File: src/rtl/rgb_pkg.sv
// Shared state encoding and phase-index sizing for the RGB PWM colour-wheel cycler.
// No logic of its own; imported by rgb_pwm_cycler and pwm_channel.
package rgb_pkg;

  typedef enum logic [1:0] {
    ST_IDLE = 2'd0,
    ST_RUN  = 2'd1,
    ST_HOLD = 2'd2
  } state_e;

  // Width of the phase index; a two-channel wheel still needs one bit.
  function automatic int unsigned phase_w(input int unsigned channels);
    return (channels <= 2) ? 1 : $clog2(channels);
  endfunction

endpackage

File: src/rtl/pwm_channel.sv
// One LED output: lit while duty exceeds the shared PWM counter, polarity applied.
// Latency 1 cycle (registered pin), no backpressure; reset drives the LED off.
module pwm_channel #(
  parameter int PWM_BITS   = 8,
  parameter bit ACTIVE_LOW = 1'b1
) (
  input  logic                clk,
  input  logic                rst_n,
  input  logic [PWM_BITS-1:0] duty_i,
  input  logic [PWM_BITS-1:0] pwm_cnt_i,
  output logic                led_o
);

  logic led_q;
  logic led_d;

  // Strict compare keeps the top duty one cycle short of full-on.
  always_comb begin
    led_d = (duty_i > pwm_cnt_i) ? ~ACTIVE_LOW : ACTIVE_LOW;
  end

  always_ff @(posedge clk or negedge rst_n) begin
    if (!rst_n) begin
      led_q <= ACTIVE_LOW;
    end else begin
      led_q <= led_d;
    end
  end

  assign led_o = led_q;

endmodule

File: src/rtl/rgb_pwm_cycler.sv
// Colour-wheel PWM sequencer: channel p fades in while p-1 fades out; LEDs registered (1 cycle), no backpressure.
// Optional triangle brightness envelope scaling every duty when RGB_BREATHE_EN is defined.
module rgb_pwm_cycler
  import rgb_pkg::*;
#(
  parameter int TOP_BIT    = 22,
  parameter int PWM_BITS   = 8,
  parameter int CHANNELS   = 3,
  parameter int ACTIVE_LOW = 1
) (
  input  logic                clk,
  input  logic                reset,
  input  logic                enable,
  input  logic [PWM_BITS-1:0] duty_max,
  output logic [CHANNELS-1:0] led
);

  localparam int unsigned     PW     = phase_w(CHANNELS);
  localparam logic [PW-1:0]   LAST_P = PW'(CHANNELS - 1);

  state_e              state_q, state_d;
  logic [PWM_BITS-1:0] pwm_cnt_q, pwm_cnt_d;
  logic [TOP_BIT-1:0]  pre_cnt_q, pre_cnt_d;
  logic [PW-1:0]       p_q, p_d, p_prev;
  logic [PWM_BITS-1:0] lvl_q, lvl_d;
  logic [PWM_BITS-1:0] fade_out;
  logic                step;
  logic                adv;

  logic [PWM_BITS-1:0] duty_raw [CHANNELS];
  logic [PWM_BITS-1:0] duty     [CHANNELS];

  always_comb begin
    state_d = state_q;
    case (state_q)
      ST_IDLE: if (enable)  state_d = ST_RUN;
      ST_RUN:  if (!enable) state_d = ST_HOLD;
      ST_HOLD: if (enable)  state_d = ST_RUN;
      default:              state_d = ST_IDLE;
    endcase
  end

  // A step coinciding with enable falling is dropped: the freeze wins.
  always_comb begin
    step      = (state_q == ST_RUN) && (&pre_cnt_q);
    adv       = step && enable;
    pwm_cnt_d = pwm_cnt_q + 1'b1;
    pre_cnt_d = (state_q == ST_RUN) ? pre_cnt_q + 1'b1 : pre_cnt_q;
    p_d       = p_q;
    lvl_d     = lvl_q;
    if (adv) begin
      if (lvl_q >= duty_max) begin
        lvl_d = '0;
        p_d   = (p_q == LAST_P) ? '0 : p_q + 1'b1;
      end else begin
        lvl_d = lvl_q + 1'b1;
      end
    end
  end

  always_comb begin
    p_prev   = (p_q == '0) ? LAST_P : p_q - 1'b1;
    fade_out = (duty_max > lvl_q) ? duty_max - lvl_q : '0;
    for (int c = 0; c < CHANNELS; c++) begin
      duty_raw[c] = '0;
      if (state_q != ST_IDLE) begin
        if (PW'(c) == p_q) begin
          duty_raw[c] = lvl_q;
        end else if (PW'(c) == p_prev) begin
          duty_raw[c] = fade_out;
        end
      end
    end
  end

`ifdef RGB_BREATHE_EN
  logic [PWM_BITS-1:0] env_q, env_d;
  logic                env_up_q, env_up_d;

  // Triangle envelope, one count per accepted step, turning at the rails.
  always_comb begin
    env_d    = env_q;
    env_up_d = env_up_q;
    if (adv) begin
      if (env_up_q) begin
        if (&env_q) begin
          env_up_d = 1'b0;
          env_d    = env_q - 1'b1;
        end else begin
          env_d    = env_q + 1'b1;
        end
      end else begin
        if (env_q == '0) begin
          env_up_d = 1'b1;
          env_d    = env_q + 1'b1;
        end else begin
          env_d    = env_q - 1'b1;
        end
      end
    end
  end

  always_ff @(posedge clk or negedge reset) begin
    if (!reset) begin
      env_q    <= '0;
      env_up_q <= 1'b1;
    end else begin
      env_q    <= env_d;
      env_up_q <= env_up_d;
    end
  end

  always_comb begin
    logic [2*PWM_BITS-1:0] prod;
    prod = '0;
    for (int c = 0; c < CHANNELS; c++) begin
      prod    = {{PWM_BITS{1'b0}}, duty_raw[c]} * {{PWM_BITS{1'b0}}, env_q};
      duty[c] = prod[2*PWM_BITS-1:PWM_BITS];
    end
  end
`else
  always_comb begin
    for (int c = 0; c < CHANNELS; c++) begin
      duty[c] = duty_raw[c];
    end
  end
`endif

  always_ff @(posedge clk or negedge reset) begin
    if (!reset) begin
      state_q   <= ST_IDLE;
      pwm_cnt_q <= '0;
      pre_cnt_q <= '0;
      p_q       <= '0;
      lvl_q     <= '0;
    end else begin
      state_q   <= state_d;
      pwm_cnt_q <= pwm_cnt_d;
      pre_cnt_q <= pre_cnt_d;
      p_q       <= p_d;
      lvl_q     <= lvl_d;
    end
  end

  for (genvar c = 0; c < CHANNELS; c++) begin : g_ch
    pwm_channel #(
      .PWM_BITS   (PWM_BITS),
      .ACTIVE_LOW (ACTIVE_LOW != 0)
    ) u_ch (
      .clk       (clk),
      .rst_n     (reset),
      .duty_i    (duty[c]),
      .pwm_cnt_i (pwm_cnt_q),
      .led_o     (led[c])
    );
  end

endmodule

File: config.mk
export PLATFORM = sky130hd
export DESIGN_NAME = rgb_pwm_cycler
export DESIGN_NICKNAME = d
export VERILOG_FILES = /design/src/rtl/rgb_pkg.sv /design/src/rtl/pwm_channel.sv /design/src/rtl/rgb_pwm_cycler.sv
export SDC_FILE = /design/constraint.sdc
export NUM_CORES = 1
export LEC_CHECK = 0
export BUFFER_PORTS_ARGS = -buffer_cell sky130_fd_sc_hd__clkbuf_2
export CAP_MARGIN = 20
export CORE_ASPECT_RATIO = 1.75
export CORE_MARGIN = 2
export CORE_UTILIZATION = 67
export DETAILED_ROUTE_END_ITERATION = 8
export PLACE_DENSITY = 0.86
export SKIP_CTS_REPAIR_TIMING = 1
export SLEW_MARGIN = 20
export SYNTH_ARGS = -nofsm -noshare
export SYNTH_HDL_FRONTEND = slang
export SYNTH_SLANG_ARGS = --single-unit
export TNS_END_PERCENT = 30
File: constraint.sdc
create_clock -name clk -period 8.4 [get_ports clk]
set_input_delay 0.84 -clock clk [delete_from_list [all_inputs] [get_ports clk]]
set_output_delay 0.84 -clock clk [all_outputs]
set_load 0.03 [all_outputs]
==> flow_metrics.env <==
export IMPL_worst_setup_path_endpoint="g_ch[0].u_ch.led_o$_DFF_PN1_"
export IMPL_gpl_final_weighted_congestion=0.908
export IMPL_drive_gt1_frac=0.0787
export IMPL_core_area_um2=4980
export IMPL_worst_setup_hold_path_clk_slew_ns=0.09
export IMPL_globalRouteTotalUtil=0.290
export IMPL_grt_setup_unrepaired="false"
export IMPL_n_antenna_cell=0
export IMPL_vdd_ir_drop_worst_mv=0.136
export IMPL_worst_setup_path_type="input pin to register"
export IMPL_drc=0
export IMPL_powerDensity_nw_per_um2=126
export IMPL_post_syn_nets=430
export IMPL_first_global_vias=2916
export IMPL_grtUsageMet3=0.0328
export IMPL_first_iteration_detailed_routing_drc_count=93
export IMPL_cts_inserted_buffers=5
export IMPL_clock_tree_from_tritoncts="done"
export IMPL_fmax_mhz=265
export IMPL_post_route_min_period_ns=3.78
export IMPL_boundaryPins=14
export IMPL_io_buffer_count=13
export IMPL_hold_viol_final=0
export IMPL_worst_setup_path_startpoint="duty_max[0]"
export IMPL_totalWireLength_um=7770
export IMPL_worst_hold_startpoint="pre_cnt_q[18]$_DFFE_PN0P_"
export IMPL_final_min_period_over_clock_period=0.450
export IMPL_grt_antenna_before_repair=0
export IMPL_clock_sinks=45
export IMPL_floorplan_die_width_um=58.2
export IMPL_grt_max_degree=46
export IMPL_mappedNetlistArea_um2=3440
export IMPL_gr_total_overflow=0
export IMPL_report_final_slew_viol_count=0
export IMPL_synth_seq_area_share=0.328
export IMPL_area_added_between_synthesis_and_finish_pct=3.35
export IMPL_setup_violations=0
export IMPL_min_path_type="register to register"
export IMPL_dp_final_hpwl_um=6030
export IMPL_drt_pre_antenna_iters=4
export IMPL_tightestPinTransition_ns=0.755
export IMPL_insertion_delay_ns=0.31
export IMPL_flop_and_latch_count_out_of_synthesis=45
export IMPL_fp_dieArea_um2=5750
export IMPL_cellLeakagePower_nw=1.50
export IMPL_final_setup_tns_ns=0
export IMPL_die_h_um=98.8
export IMPL_cp_end_kind="register"
export IMPL_wire_length_of_the_first_global_routing_pass_um=12800
export IMPL_r2r_end="g_ch[0].u_ch.led_o$_DFF_PN1_"
export IMPL_critPathRequiredTime_ns=8.63
export IMPL_synth_enable_flop_cells=0
export IMPL_reg2reg_slack_ns=4.72
export IMPL_avgRoutedWirePerCell_um=17.9
export IMPL_grt_busiest_layer="met2"
export IMPL_clk_path_buf_depth=2
export IMPL_crit_reg2reg_launch="lvl_q[0]$_DFFE_PN0P_"
export IMPL_drt_vias_per_instance=6.65
export IMPL_synth_distinct_cells=56
export IMPL_nNetsFinal=432
export IMPL_synthesis_yosys_warnings=0
export IMPL_dpl_worst_slack_ns=4.42
export IMPL_clock_skew_ns=0.0134
export IMPL_avgSynthCellArea_um2=9.10
export IMPL_share_of_flip_flops_with_an_asynchronous_set_or_reset_after_synthesis=1.00
export IMPL_final_critical_path_setup_slack_ns=4.62
export IMPL_postRouteAntennaNets=0
export IMPL_max_cap_violations=0
export IMPL_synth_cells=378
export IMPL_r2r_cells=14
export IMPL_relSlewSlack=0.497
export IMPL_grt_util_met2=0.522
export IMPL_run_status="finished, final reports clean"
export IMPL_initial_core_util=0.691
export IMPL_timing_critical_path_fanout_max=23
export IMPL_synth_flop_type="sky130_fd_sc_hd__dfrtp_1"
export IMPL_dr_total_vias=2894
export IMPL_clock_tree_htree_level_count=2
export IMPL_placement_rows=34
export IMPL_grt_use_met1=0.298
export IMPL_critical_path_at_ns=4.01
export IMPL_cp_start_kind="input pin"
export IMPL_root_buffer="sky130_fd_sc_hd__clkbuf_8"
==> worst max-delay path: stages <==
cell	delay, ns
sky130_fd_sc_hd__clkbuf_2	0.08
sky130_fd_sc_hd__inv_1	0.07
sky130_fd_sc_hd__ha_1	0.17
sky130_fd_sc_hd__inv_1	0.06
sky130_fd_sc_hd__fa_1	0.42
sky130_fd_sc_hd__a211oi_1	0.38
sky130_fd_sc_hd__o21ai_1	0.11
sky130_fd_sc_hd__and3_1	0.43
sky130_fd_sc_hd__a32oi_1	0.33
sky130_fd_sc_hd__nor2_1	0.07
sky130_fd_sc_hd__ha_1	0.33
sky130_fd_sc_hd__nor2b_1	0.15
sky130_fd_sc_hd__o21a_1	0.17
sky130_fd_sc_hd__o21ai_0	0.17
sky130_fd_sc_hd__a21oi_1	0.09
sky130_fd_sc_hd__o22ai_1	0.14
==> per-stage QoR <==
step / power, W / cells / hold WS [ns] / cell area [um2] / util
after floorplan: 0.000301 / 378 / 0.438 / 3440 / -
after global placement: 0.000317 / 427 / 0.458 / 3470 / 0.697
after detailed placement: 0.000319 / 427 / 0.457 / 3470 / 0.697
after CTS: 0.000452 / 435 / 0.472 / 3550 / 0.714
after global routing: 0.000472 / 435 / 0.489 / 3550 / 0.714
final: 0.000449 / 435 / 0.476 / 3550 / 0.714
==> state kept, by name, summed over array words and instances, names as in the netlist <==
register         flops
pre_cnt_q           22
pwm_cnt_q            8
g_ch.u_ch.led_o      3
lvl_q                8
p_q                  2
state_q              2
==> kinds of logic after synthesis <==
logic type,Yosys count,synth area share
compound gates,80,0.163
fa+ha+maj,41,0.151
simple gates,138,0.218
buf+inv,43,0.0575
mux,3,0.00982
xor+xnor,28,0.0713
flops,45,0.328
==> cells in the mapped netlist, types with 4 or more instances <==
| master | number | area [um2] |
|---|---|---|
| sky130_fd_sc_hd__dfrtp_1 | 42 | 1050 |
| sky130_fd_sc_hd__ha_1 | 40 | 500 |
| sky130_fd_sc_hd__nand3_1 | 26 | 130 |
| sky130_fd_sc_hd__inv_1 | 25 | 93.8 |
| sky130_fd_sc_hd__nand2_1 | 25 | 93.8 |
| sky130_fd_sc_hd__o21ai_0 | 24 | 120 |
| sky130_fd_sc_hd__xnor2_1 | 23 | 201 |
| sky130_fd_sc_hd__nor2_1 | 22 | 82.6 |
| sky130_fd_sc_hd__nand4_1 | 19 | 119 |
| sky130_fd_sc_hd__a21oi_1 | 11 | 55.1 |
| sky130_fd_sc_hd__a32oi_1 | 9 | 78.8 |
| sky130_fd_sc_hd__clkbuf_1 | 9 | 33.8 |
| sky130_fd_sc_hd__nor2b_1 | 9 | 56.3 |
| sky130_fd_sc_hd__nor3_1 | 8 | 40.0 |
| sky130_fd_sc_hd__a32o_1 | 6 | 60.1 |
| sky130_fd_sc_hd__o21a_1 | 5 | 37.5 |
| sky130_fd_sc_hd__xor2_1 | 5 | 43.8 |
| sky130_fd_sc_hd__a22oi_1 | 4 | 30.0 |
| sky130_fd_sc_hd__and3_1 | 4 | 25.0 |
| sky130_fd_sc_hd__nand2b_1 | 4 | 25.0 |
| sky130_fd_sc_hd__o22ai_1 | 4 | 25.0 |
==> where the power goes <==
group          internal, W  total (W)  switching [W]
logic            0.0000273  0.0000686      0.0000413
registers         0.000232   0.000247      0.0000153
clock network    0.0000590   0.000134      0.0000746
==> cells in the final DEF (no fill, tap or decap), types with 4 or more instances in the layout <==
cell type	n
sky130_fd_sc_hd__a22oi_1	4
sky130_fd_sc_hd__o21a_1	5
sky130_fd_sc_hd__clkbuf_8	5
sky130_fd_sc_hd__nor2_1	22
sky130_fd_sc_hd__xnor2_1	23
sky130_fd_sc_hd__dfrtp_1	42
sky130_fd_sc_hd__nor3_1	8
sky130_fd_sc_hd__nand2_1	25
sky130_fd_sc_hd__a32oi_1	9
sky130_fd_sc_hd__nand4_1	19
sky130_fd_sc_hd__a32o_1	6
sky130_fd_sc_hd__a21oi_1	11
sky130_fd_sc_hd__and3_1	4
sky130_fd_sc_hd__o21ai_0	24
sky130_fd_sc_hd__xor2_1	5
sky130_fd_sc_hd__inv_1	25
sky130_fd_sc_hd__nand2b_1	4
sky130_fd_sc_hd__clkbuf_2	12
sky130_fd_sc_hd__nor2b_1	9
sky130_fd_sc_hd__o22ai_1	4
sky130_fd_sc_hd__nand3_1	26
sky130_fd_sc_hd__ha_1	40
==> area by class of cell <==
cell class                 instances  area [um2]
tap                               54        67.6
fill                             384        1420
timing repair buffer              13        67.6
sequential                        45        1130
inverter                          25        93.8
multi-input combinational        290        2110
clock inverter                     1        7.51
clock buffer                       7        76.3
==> how the worst min path moves through the flow <==
| stage | endpoint | slack [ns] | depth (start not counted) |
|---|---|---|---|
| floorplan | pre_cnt_q[18]$_DFFE_PN0P_ | 0.44 | 1 |
| detailed placement | pre_cnt_q[18]$_DFFE_PN0P_ | 0.46 | 1 |
| global placement | pre_cnt_q[18]$_DFFE_PN0P_ | 0.46 | 1 |
| finish | pre_cnt_q[18]$_DFFE_PN0P_ | 0.48 | 1 |
| CTS | pre_cnt_q[18]$_DFFE_PN0P_ | 0.47 | 1 |
| global route | pwm_cnt_q[7]$_DFF_PN0_ | 0.49 | 1 |
==> layer usage <==
metal | wire (um) | vias up
met3 | 270 | 33
met2 | 4140 | 101
met5 | 0 | -
li1 | - | 1385
met1 | 2830 | 1375
met4 | 532 | 0
No activity file was read; power rests on OpenSTA's default activity.
